`src/rtl/hazard_ctrl.sv`:
```
// Pipeline hazard unit: operand forwarding selects, load/branch/MDU stall detection,
// branch/jump flush control, multi-cycle MDU occupancy tracking and a saturating stall counter.
module hazard_ctrl #(
    parameter int unsigned REG_AW  = 5,
    parameter int unsigned MDU_LAT = 4,
    parameter int unsigned CNT_W   = 16
) (
    input  logic              clk,
    input  logic              rst,
    input  logic [REG_AW-1:0] rs_d,
    input  logic [REG_AW-1:0] rt_d,
    input  logic              uses_rs_d,
    input  logic              uses_rt_d,
    input  logic              branch_d,
    input  logic              taken_d,
    input  logic              jump_d,
    input  logic              mdu_start_d,
    input  logic              mdu_read_d,
    input  logic [REG_AW-1:0] rs_e,
    input  logic [REG_AW-1:0] rt_e,
    input  logic [REG_AW-1:0] rd_e,
    input  logic [REG_AW-1:0] rd_m,
    input  logic [REG_AW-1:0] rd_w,
    input  logic              reg_write_e,
    input  logic              reg_write_m,
    input  logic              reg_write_w,
    input  logic              mem2reg_e,
    input  logic              mem2reg_m,
    input  logic              stat_clr,
    output logic              stall_f,
    output logic              stall_d,
    output logic              flush_d,
    output logic              flush_e,
    output logic [1:0]        fwd_a_d,
    output logic [1:0]        fwd_b_d,
    output logic [1:0]        fwd_a_e,
    output logic [1:0]        fwd_b_e,
    output logic              mdu_busy,
    output logic [CNT_W-1:0]  stall_cycles
);

    localparam int unsigned CNT_BITS = $clog2(MDU_LAT + 1);

    localparam logic [1:0] FWD_NONE = 2'd0;
    localparam logic [1:0] FWD_M    = 2'd1;
    localparam logic [1:0] FWD_W    = 2'd2;

    logic [CNT_BITS-1:0] cnt;
    logic [CNT_BITS-1:0] cnt_nxt;
    logic [CNT_W-1:0]    stall_cycles_nxt;

    logic wr_e_ok, wr_m_ok, wr_w_ok;
    logic e_hits_rs_d, e_hits_rt_d, m_hits_rs_d, m_hits_rt_d;
    logic lw_stall, br_stall, mdu_stall, stall;

    // A producer can only match when it writes a nonzero destination.
    always_comb begin
        wr_e_ok = reg_write_e && (rd_e != '0);
        wr_m_ok = reg_write_m && (rd_m != '0);
        wr_w_ok = reg_write_w && (rd_w != '0);
    end

    // Forwarding selects; the D path cannot take a load result still in M.
    always_comb begin
        fwd_a_e = FWD_NONE;
        fwd_b_e = FWD_NONE;
        fwd_a_d = FWD_NONE;
        fwd_b_d = FWD_NONE;

        if (wr_m_ok && (rs_e == rd_m))      fwd_a_e = FWD_M;
        else if (wr_w_ok && (rs_e == rd_w)) fwd_a_e = FWD_W;

        if (wr_m_ok && (rt_e == rd_m))      fwd_b_e = FWD_M;
        else if (wr_w_ok && (rt_e == rd_w)) fwd_b_e = FWD_W;

        if (wr_m_ok && !mem2reg_m && (rs_d == rd_m)) fwd_a_d = FWD_M;
        else if (wr_w_ok && (rs_d == rd_w))          fwd_a_d = FWD_W;

        if (wr_m_ok && !mem2reg_m && (rt_d == rd_m)) fwd_b_d = FWD_M;
        else if (wr_w_ok && (rt_d == rd_w))          fwd_b_d = FWD_W;
    end

    // Stall detection against the sources the D instruction really reads.
    always_comb begin
        e_hits_rs_d = wr_e_ok && uses_rs_d && (rd_e == rs_d);
        e_hits_rt_d = wr_e_ok && uses_rt_d && (rd_e == rt_d);
        m_hits_rs_d = wr_m_ok && uses_rs_d && (rd_m == rs_d);
        m_hits_rt_d = wr_m_ok && uses_rt_d && (rd_m == rt_d);

        lw_stall  = mem2reg_e && (e_hits_rs_d || e_hits_rt_d);
        br_stall  = branch_d && ((e_hits_rs_d || e_hits_rt_d) ||
                                 (mem2reg_m && (m_hits_rs_d || m_hits_rt_d)));
        mdu_stall = (mdu_start_d || mdu_read_d) && mdu_busy;
        stall     = lw_stall || br_stall || mdu_stall;

        stall_f = stall;
        stall_d = stall;
        flush_e = stall;
        flush_d = (taken_d || jump_d) && !stall;
    end

    // Busy is taken from the registered count only, keeping stall out of its fan-in.
    always_comb begin
        mdu_busy = (cnt != '0);
    end

    // Occupancy countdown; a start is only accepted when nothing stalls it.
    always_comb begin
        cnt_nxt = cnt;
        if (mdu_start_d && !stall) begin
            cnt_nxt = CNT_BITS'(MDU_LAT);
        end else if (cnt != '0) begin
            cnt_nxt = cnt - CNT_BITS'(1);
        end
    end

    // Clear wins over counting; counting stops at all-ones.
    always_comb begin
        stall_cycles_nxt = stall_cycles;
        if (stat_clr) begin
            stall_cycles_nxt = '0;
        end else if (stall && (stall_cycles != '1)) begin
            stall_cycles_nxt = stall_cycles + CNT_W'(1);
        end
    end

    always_ff @(posedge clk or posedge rst) begin
        if (rst) begin
            cnt          <= '0;
            stall_cycles <= '0;
        end else begin
            cnt          <= cnt_nxt;
            stall_cycles <= stall_cycles_nxt;
        end
    end

endmodule

```
`config.mk`:
```
export PLATFORM = sky130hd
export DESIGN_NAME = hazard_ctrl
export DESIGN_NICKNAME = d
export VERILOG_FILES = /design/src/rtl/hazard_ctrl.sv
export SDC_FILE = /design/constraint.sdc
export NUM_CORES = 1
export LEC_CHECK = 0
export CORE_MARGIN = 4
export CORE_UTILIZATION = 30
export DETAILED_ROUTE_END_ITERATION = 10
export SKIP_CTS_REPAIR_TIMING = 1
export SYNTH_ARGS = -nofsm -noshare
export SYNTH_HDL_FRONTEND = slang
export SYNTH_SLANG_ARGS = --single-unit
export TNS_END_PERCENT = 20
```
`constraint.sdc`:
```
create_clock -name clk -period 6.7 [get_ports clk]
set_input_delay 1.34 -clock clk [delete_from_list [all_inputs] [get_ports clk]]
set_output_delay 1.34 -clock clk [all_outputs]
set_load 0.1 [all_outputs]
```
==> metrics.md, run 1 <==
| Metric | Value |
|---|---|
| Drt wl/cell | `14.2 microns` |
| GR Overflow Total | `0` |
| RSZ-0062 raised after global routing | `false` |
| Worst setup SP type | `input pin` |
| Syn_area_per_cell | `8.31 sq um` |
| R2R depth | `6` |
| Post-Place Worst Slack | `1.50 ns` |
| Fin. max-slew vios | `0` |
| Final Critical Period | `5.21 ns` |
| Slew HR | `32.8%` |
| YS warnings | `0` |
| Leakage power | `1.02 nW` |
| Pin count of the biggest net entering global routing | `26` |
| H-tree depth | `1` |
| Setup TNS | `0 ns` |
| CP Class | `input pin to output pin` |
| Main synth FF type | `dfrtp_1` |
| Syn-to-layout area delta | `44.6%` |
| CP max-delay cell | `clkdlybuf4s50_1` |
| Hold Path Cell Cnt | `1` |
| Final setup fails | `0` |
| Sequential Area | `475 sq um` |
| Post-Synthesis Cells | `225` |
| Seq pwr share | `28.6%` |
| Combinational power share | `54.9%` |
| Area of the mapped netlist | `0.00187 sq mm` |
| Die H | `87.0 microns` |
| RD Place Congestion | `0.850` |
| Sequential area share after synthesis | `25.4%` |
| CTS tree | `built` |
| Number of max-cap violations | `0` |
| Core area | `0.00599 sq mm` |
| Inserted Diodes | `0` |
| Total number of vias | `1,841` |
| DRT Pass-1 Iters | `4` |
| Largest area contributor in the netlist | `dfrtp_1` |
| CP Cell Sequence | `clkdlybuf4s50_1 -> or4_4 -> o21ai_4 -> nor4_2 -> clkdlybuf4s50_1` |
| Initial antenna violation count | `0` |
| Pwr dens | `180 mW/mm^2` |
| Sink Count | `19` |
| Fin crit share | `77.8%` |
| Top area cells in the synthesized netlist | `dfrtp_1 25%, xnor2_1 12%, xor2_1 11%, nor4_1 4.7%, mux2_1 4.2%` |
| Fraction of registers with async set/reset | `100%` |
| Clock buffer depth | `2` |
| Final instance area | `0.00271 sq mm` |
| Routed WL | `5200 microns` |
| Buffers on Ports | `78` |
| Max Clock Skew | `0.00281 ns` |
| Worst EP arrival | `3.87 ns` |
| IO Count | `79` |
| Final net count | `345` |
| Die Wd | `87.0 microns` |
| Net switching power | `229 uW` |
| DR DRC count | `0` |
| Smallest hold slack | `0.499 ns` |
| TritonCTS Buffers | `3` |
| Netlist cell types | `40` |
| Worst slew pin tran | `1.00 ns` |
| CP most frequent cell | `clkdlybuf4s50_1` |
| Status | `finished clean` |
| CP peak stage delay | `1.20 ns` |
| Worst min path class | `register to register` |
| Hold Vio Cnt, Final | `0` |
| Post-DRT Antenna Nets | `0` |
| Synthesized flop and latch total | `19` |
| Post-synth EDFFs | `0` |
| Peak supply drop | `100 uV` |
| Synthesized Nets | `278` |
| Starting Density | `31.2%` |
| Yosys top cell area share | `25.4%` |
| First-pass GRT wire length | `8690 microns` |
| Dpl cell area | `0.00266 sq mm` |
| Sw Share | `47.0%` |
| Initial drt markers | `65` |
| Multi-input logic area | `0.00129 sq mm` |
| Critical Path RT | `5.36 ns` |
| Vias in the first global route | `1,786` |
| DP Wirelength | `4260 microns` |
| Setup WS post-layout | `1.49 ns` |
| GRT Overall Usage | `14.0%` |
| Die area | `0.00756 sq mm` |
| Worst-skew pair later-pin latency | `0.25 ns` |
| Cell Int Power | `258 uW` |
| Site Rows | `28` |
| Fillers | `581` |
| Clock root cell | `clkbuf_8` |
| Type of destination of the critical path | `output pin` |
| Worst-path clk slew | `0.07 ns` |
| Avg Vias per Cell | `5.03` |
| Clk pwr share | `16.5%` |
| Fmax | `0.192 GHz` |
| Share of layout cells above drive strength 1 | `8.93%` |
| Largest fanout on the critical path | `5` |
==> area by class of cell <==
type | count | share of cell area (%)
multi-input combinational | 181 | 47.6
timing repair buffer | 80 | 28.7
sequential | 19 | 17.6
tap | 75 | 3.47
clock buffer | 3 | 1.53
inverter | 7 | 0.971
clock inverter | 1 | 0.185
==> per-stage QoR <==
step                      total power, mW  util (%)  instances
after floorplan                     0.342         -        225
after global placement              0.409      44.4        362
after detailed placement            0.410      44.4        362
after CTS                           0.492      45.2        366
after global routing                0.518      45.2        366
final                               0.487      45.2        366
==> cell usage after synthesis (9+ instances only) <==
cell / n
xor2_1: 24
nand3_1: 10
nor4_1: 14
nor2_1: 16
nor2b_1: 9
nand2_1: 15
xnor2_1: 26
dfrtp_1: 19
a21oi_1: 9
or4_1: 9
==> cell families (layout without fill, tap and decap cells) <==
family / count (synthesis) / after routing / share of synthesized area, %
fa+ha+maj: 3 / 3 / 2.01
buf+inv: 25 / 91 / 7.09
xor+xnor: 50 / 50 / 23.4
compound gates: 26 / 26 / 8.96
flops: 19 / 19 / 25.4
simple gates: 93 / 93 / 27.5
mux: 9 / 9 / 5.62
==> power by group through the flow <==
stage / logic (mW) / registers, mW / clock network, mW
after floorplan: 0.178 / 0.164 / 0
final: 0.267 / 0.139 / 0.0804
after global placement: 0.268 / 0.141 / 0
after CTS: 0.269 / 0.139 / 0.0834
after global routing: 0.287 / 0.141 / 0.0889
after detailed placement: 0.270 / 0.140 / 0
==> routing by layer <==
| metal | vias to the layer above | routed length [microns] | track usage, % |
|---|---|---|---|
| li1 | 923 | - | - |
| met1 | 843 | 2190 | 17.5 |
| met2 | 71 | 2560 | 24.6 |
| met3 | 4 | 405 | 3.41 |
| met4 | 0 | 45 | 2.27 |
| met5 | - | 0 | 0 |
==> flip-flops by register name, indices dropped and copies added (netlist names) <==
| register | flops |
|---|---|
| stall_cycles | 16 |
| cnt | 3 |
==> critical path, delay by kind of cell <==
| family | cells | cell delay [ns] |
|---|---|---|
| buffers and inverters | 2 | 1.86 |
| AOI/OAI and AO/OA | 1 | 0.09 |
| and+or+nand+nor | 2 | 0.57 |
==> path summary, 6_finish.rpt <==
| check | from | end | slack, ns |
|---|---|---|---|
| min in group asynchronous | rst | stall_cycles[2] | 1.51 |
| worst min-delay path | cnt[2] | cnt[2] | 0.50 |
| worst max-delay path | rd_m[3] | fwd_b_e[0] | 1.49 |
| max in group asynchronous | rst | stall_cycles[11] | 4.71 |
| worst min register to register | cnt[2] | cnt[2] | 0.50 |
| worst max register to register | stall_cycles[2] | stall_cycles[15] | 4.46 |
==> placed cells by master (no fill, tap or decap), types with 7 or more instances in the layout <==
master,Yosys,routed
nand3_1,10,10
xor2_1,24,24
a21oi_1,9,9
buf_4,3,10
nand2_1,15,15
nor4_1,14,10
nor2b_1,9,9
nor2_1,16,16
o21ai_0,7,7
dfrtp_1,19,19
xnor2_1,26,26
mux2_1,7,7
inv_1,7,7
or4_1,9,9
clkdlybuf4s50_1,0,70
Note: power is estimated with default switching activity, not from simulation.
==> run 2, diff against run 1 <==
==> constraint.sdc (replaced) <==
create_clock -name clk -period 4.9 [get_ports clk]
set_input_delay 0.98 -clock clk [delete_from_list [all_inputs] [get_ports clk]]
set_output_delay 0.98 -clock clk [all_outputs]
set_load 0.1 [all_outputs]
==> run 2 against run 1 <==
  * First-iteration DRC count is 46% lower
  * Sequential share of layout area is 0.49 points lower
  * Non-clock buffer count stayed put
  * Design area is 2.9% higher
  * Largest cell class unchanged
  * Worst hold slack worse by 0.0040 ns
  * Clock power is 43% higher
  * Register-to-register slack worse by 1.9 ns
  * Utilization is 1.3 points higher
  * Wire length is 1.9% higher
  * Sequential power is 36% higher
  * Total power is 44% higher
  * Critical path type unchanged
==> metrics.md, run 2 (synthesis results as in run 1) <==
| Metric | Value |
|---|---|
| DR DRC count | `0` |
| Largest Register | `stall_cycles` |
| Worst EP arrival | `3.25 ns` |
| H-tree depth | `1` |
| Initial drt markers | `35` |
| Die Wd | `87.0 microns` |
| Final Critical Period | `4.23 ns` |
| Worst min path class | `register to register` |
| Final net count | `345` |
| Share of layout cells above drive strength 1 | `10.3%` |
| Core area | `0.00599 sq mm` |
| Worst-path clk slew | `0.08 ns` |
| Reg-to-Reg End | `stall_cycles[6]` |
| Die area | `0.00756 sq mm` |
| RD Place Congestion | `0.873` |
| IO Count | `79` |
| Sink Count | `19` |
| TritonCTS Buffers | `3` |
| Buffers on Ports | `78` |
| Clock root cell | `clkbuf_8` |
| Reg2reg start | `stall_cycles[3]` |
| Starting Density | `31.2%` |
| Vias in the first global route | `1,833` |
| CP Class | `input pin to output pin` |
| Leakage power | `1.06 nW` |
| Hold endpoint | `cnt[2]` |
| Drt wl/cell | `14.5 microns` |
| DRT Pass-1 Iters | `6` |
| Hold wc startpoint | `cnt[2]` |
| Reg2Reg Setup Slack | `2.56 ns` |
| Slew HR | `33.6%` |
| R2R depth | `8` |
| Max Clock Skew | `0.00509 ns` |
| Fillers | `575` |
| Setup WS post-layout | `0.666 ns` |
| Number of max-cap violations | `0` |
| Clock buffer depth | `2` |
| Die H | `87.0 microns` |
| Pwr dens | `251 mW/mm^2` |
| Avg Vias per Cell | `5.07` |
| Largest fanout on the critical path | `5` |
| First-pass GRT wire length | `8500 microns` |
| Worst setup SP type | `input pin` |
| GRT Overall Usage | `13.8%` |
| Status | `finished clean` |
| Site Rows | `28` |
| Max reg flops | `16` |
| Post-layout total power | `699 uW` |
| Post-DRT Antenna Nets | `0` |
| Total number of vias | `1,857` |
| Hold Path Cell Cnt | `1` |
| Worst slew pin tran | `0.993 ns` |
| Pin count of the biggest net entering global routing | `26` |
| CTS tree | `built` |
| Inserted Diodes | `0` |
| RSZ-0062 raised after global routing | `false` |
| Fin. max-slew vios | `0` |
| Post-Place Worst Slack | `0.640 ns` |
| Worst-skew pair later-pin latency | `0.26 ns` |
| Hold Vio Cnt, Final | `0` |
| Initial antenna violation count | `0` |
| Routed WL | `5300 microns` |
| Fmax | `0.236 GHz` |
| Peak supply drop | `135 uV` |
| Biggest registers after layout | `stall_cycles x16, cnt x3` |
| Type of destination of the critical path | `output pin` |
| Most common cell after layout, fill and taps aside | `clkdlybuf4s50_1` |
| DP Wirelength | `4330 microns` |
| Syn-to-layout area delta | `48.8%` |
| Critical Path RT | `3.92 ns` |
| Final setup fails | `0` |
| Fin crit share | `86.4%` |
| GR Overflow Total | `0` |
| Commonest non-fill, non-tap cells in the layout | `66 x clkdlybuf4s50_1, 26 x xnor2_1, 24 x xor2_1` |
-- run 2: power by group --
part           leakage (nW)  internal [mW]  switching (mW)
Clock                0.0255         0.0567          0.0586
Sequential            0.256          0.175          0.0133
Combinational         0.778          0.144           0.251
-- run 2: critical path: stages --
cell,delay (ns)
clkdlybuf4s50_1,0.55
or4_4,0.58
o21ai_4,0.24
nor2_2,0.07
o21ai_2,0.06
and3_1,0.19
inv_1,0.15
nor2_1,0.22
buf_12,0.20
-- run 2: worst max-delay path by stage --
stage	from	end	slack, ns	cells past startpoint
2_1_floorplan	rd_m[2]	fwd_a_e[1]	-1.12	5
3_3_place_gp	rd_m[2]	flush_d	0.67	9
3_5_place_dp	rd_m[2]	flush_d	0.64	9
4_1_cts	rd_m[2]	flush_d	0.64	9
5_1_grt	rd_m[2]	flush_d	0.53	9
6_report	rd_m[2]	flush_d	0.67	9
-- run 2: layer usage --
| layer | routed length (microns) | vias to the layer above | track usage, % | share of wire (%) |
|---|---|---|---|---|
| li1 | - | 914 | - | - |
| met1 | 2330 | 884 | 17.2 | 44 |
| met2 | 2620 | 55 | 24.0 | 49 |
| met3 | 311 | 4 | 3.31 | 5.9 |
| met4 | 35 | 0 | 3.12 | 0.66 |
| met5 | 0 | - | 0 | 0 |
-- run 2: area by class of cell --
type	instances	area (sq um)	share of cell area, %
inverters	7	26.3	0.944
clock inverters	1	5.00	0.180
well taps	75	93.8	3.37
multi-input cells	181	1290	46.3
clock buffers	3	41.3	1.48
flip-flops and latches	19	475	17.1
repair buffers	80	853	30.7
-- run 2: stage by stage --
stage	area [sq um]	setup TNS, ns	hold WS, ns	util, %	cells
finish	2780	0	0.495	46.4	366
floorplan	1900	-4.81	0.453	-	225
CTS	2780	0	0.492	46.4	366
detailed placement	2740	0	0.481	45.7	362
global placement	2740	0	0.473	45.7	362
global route	2780	0	0.525	46.4	366
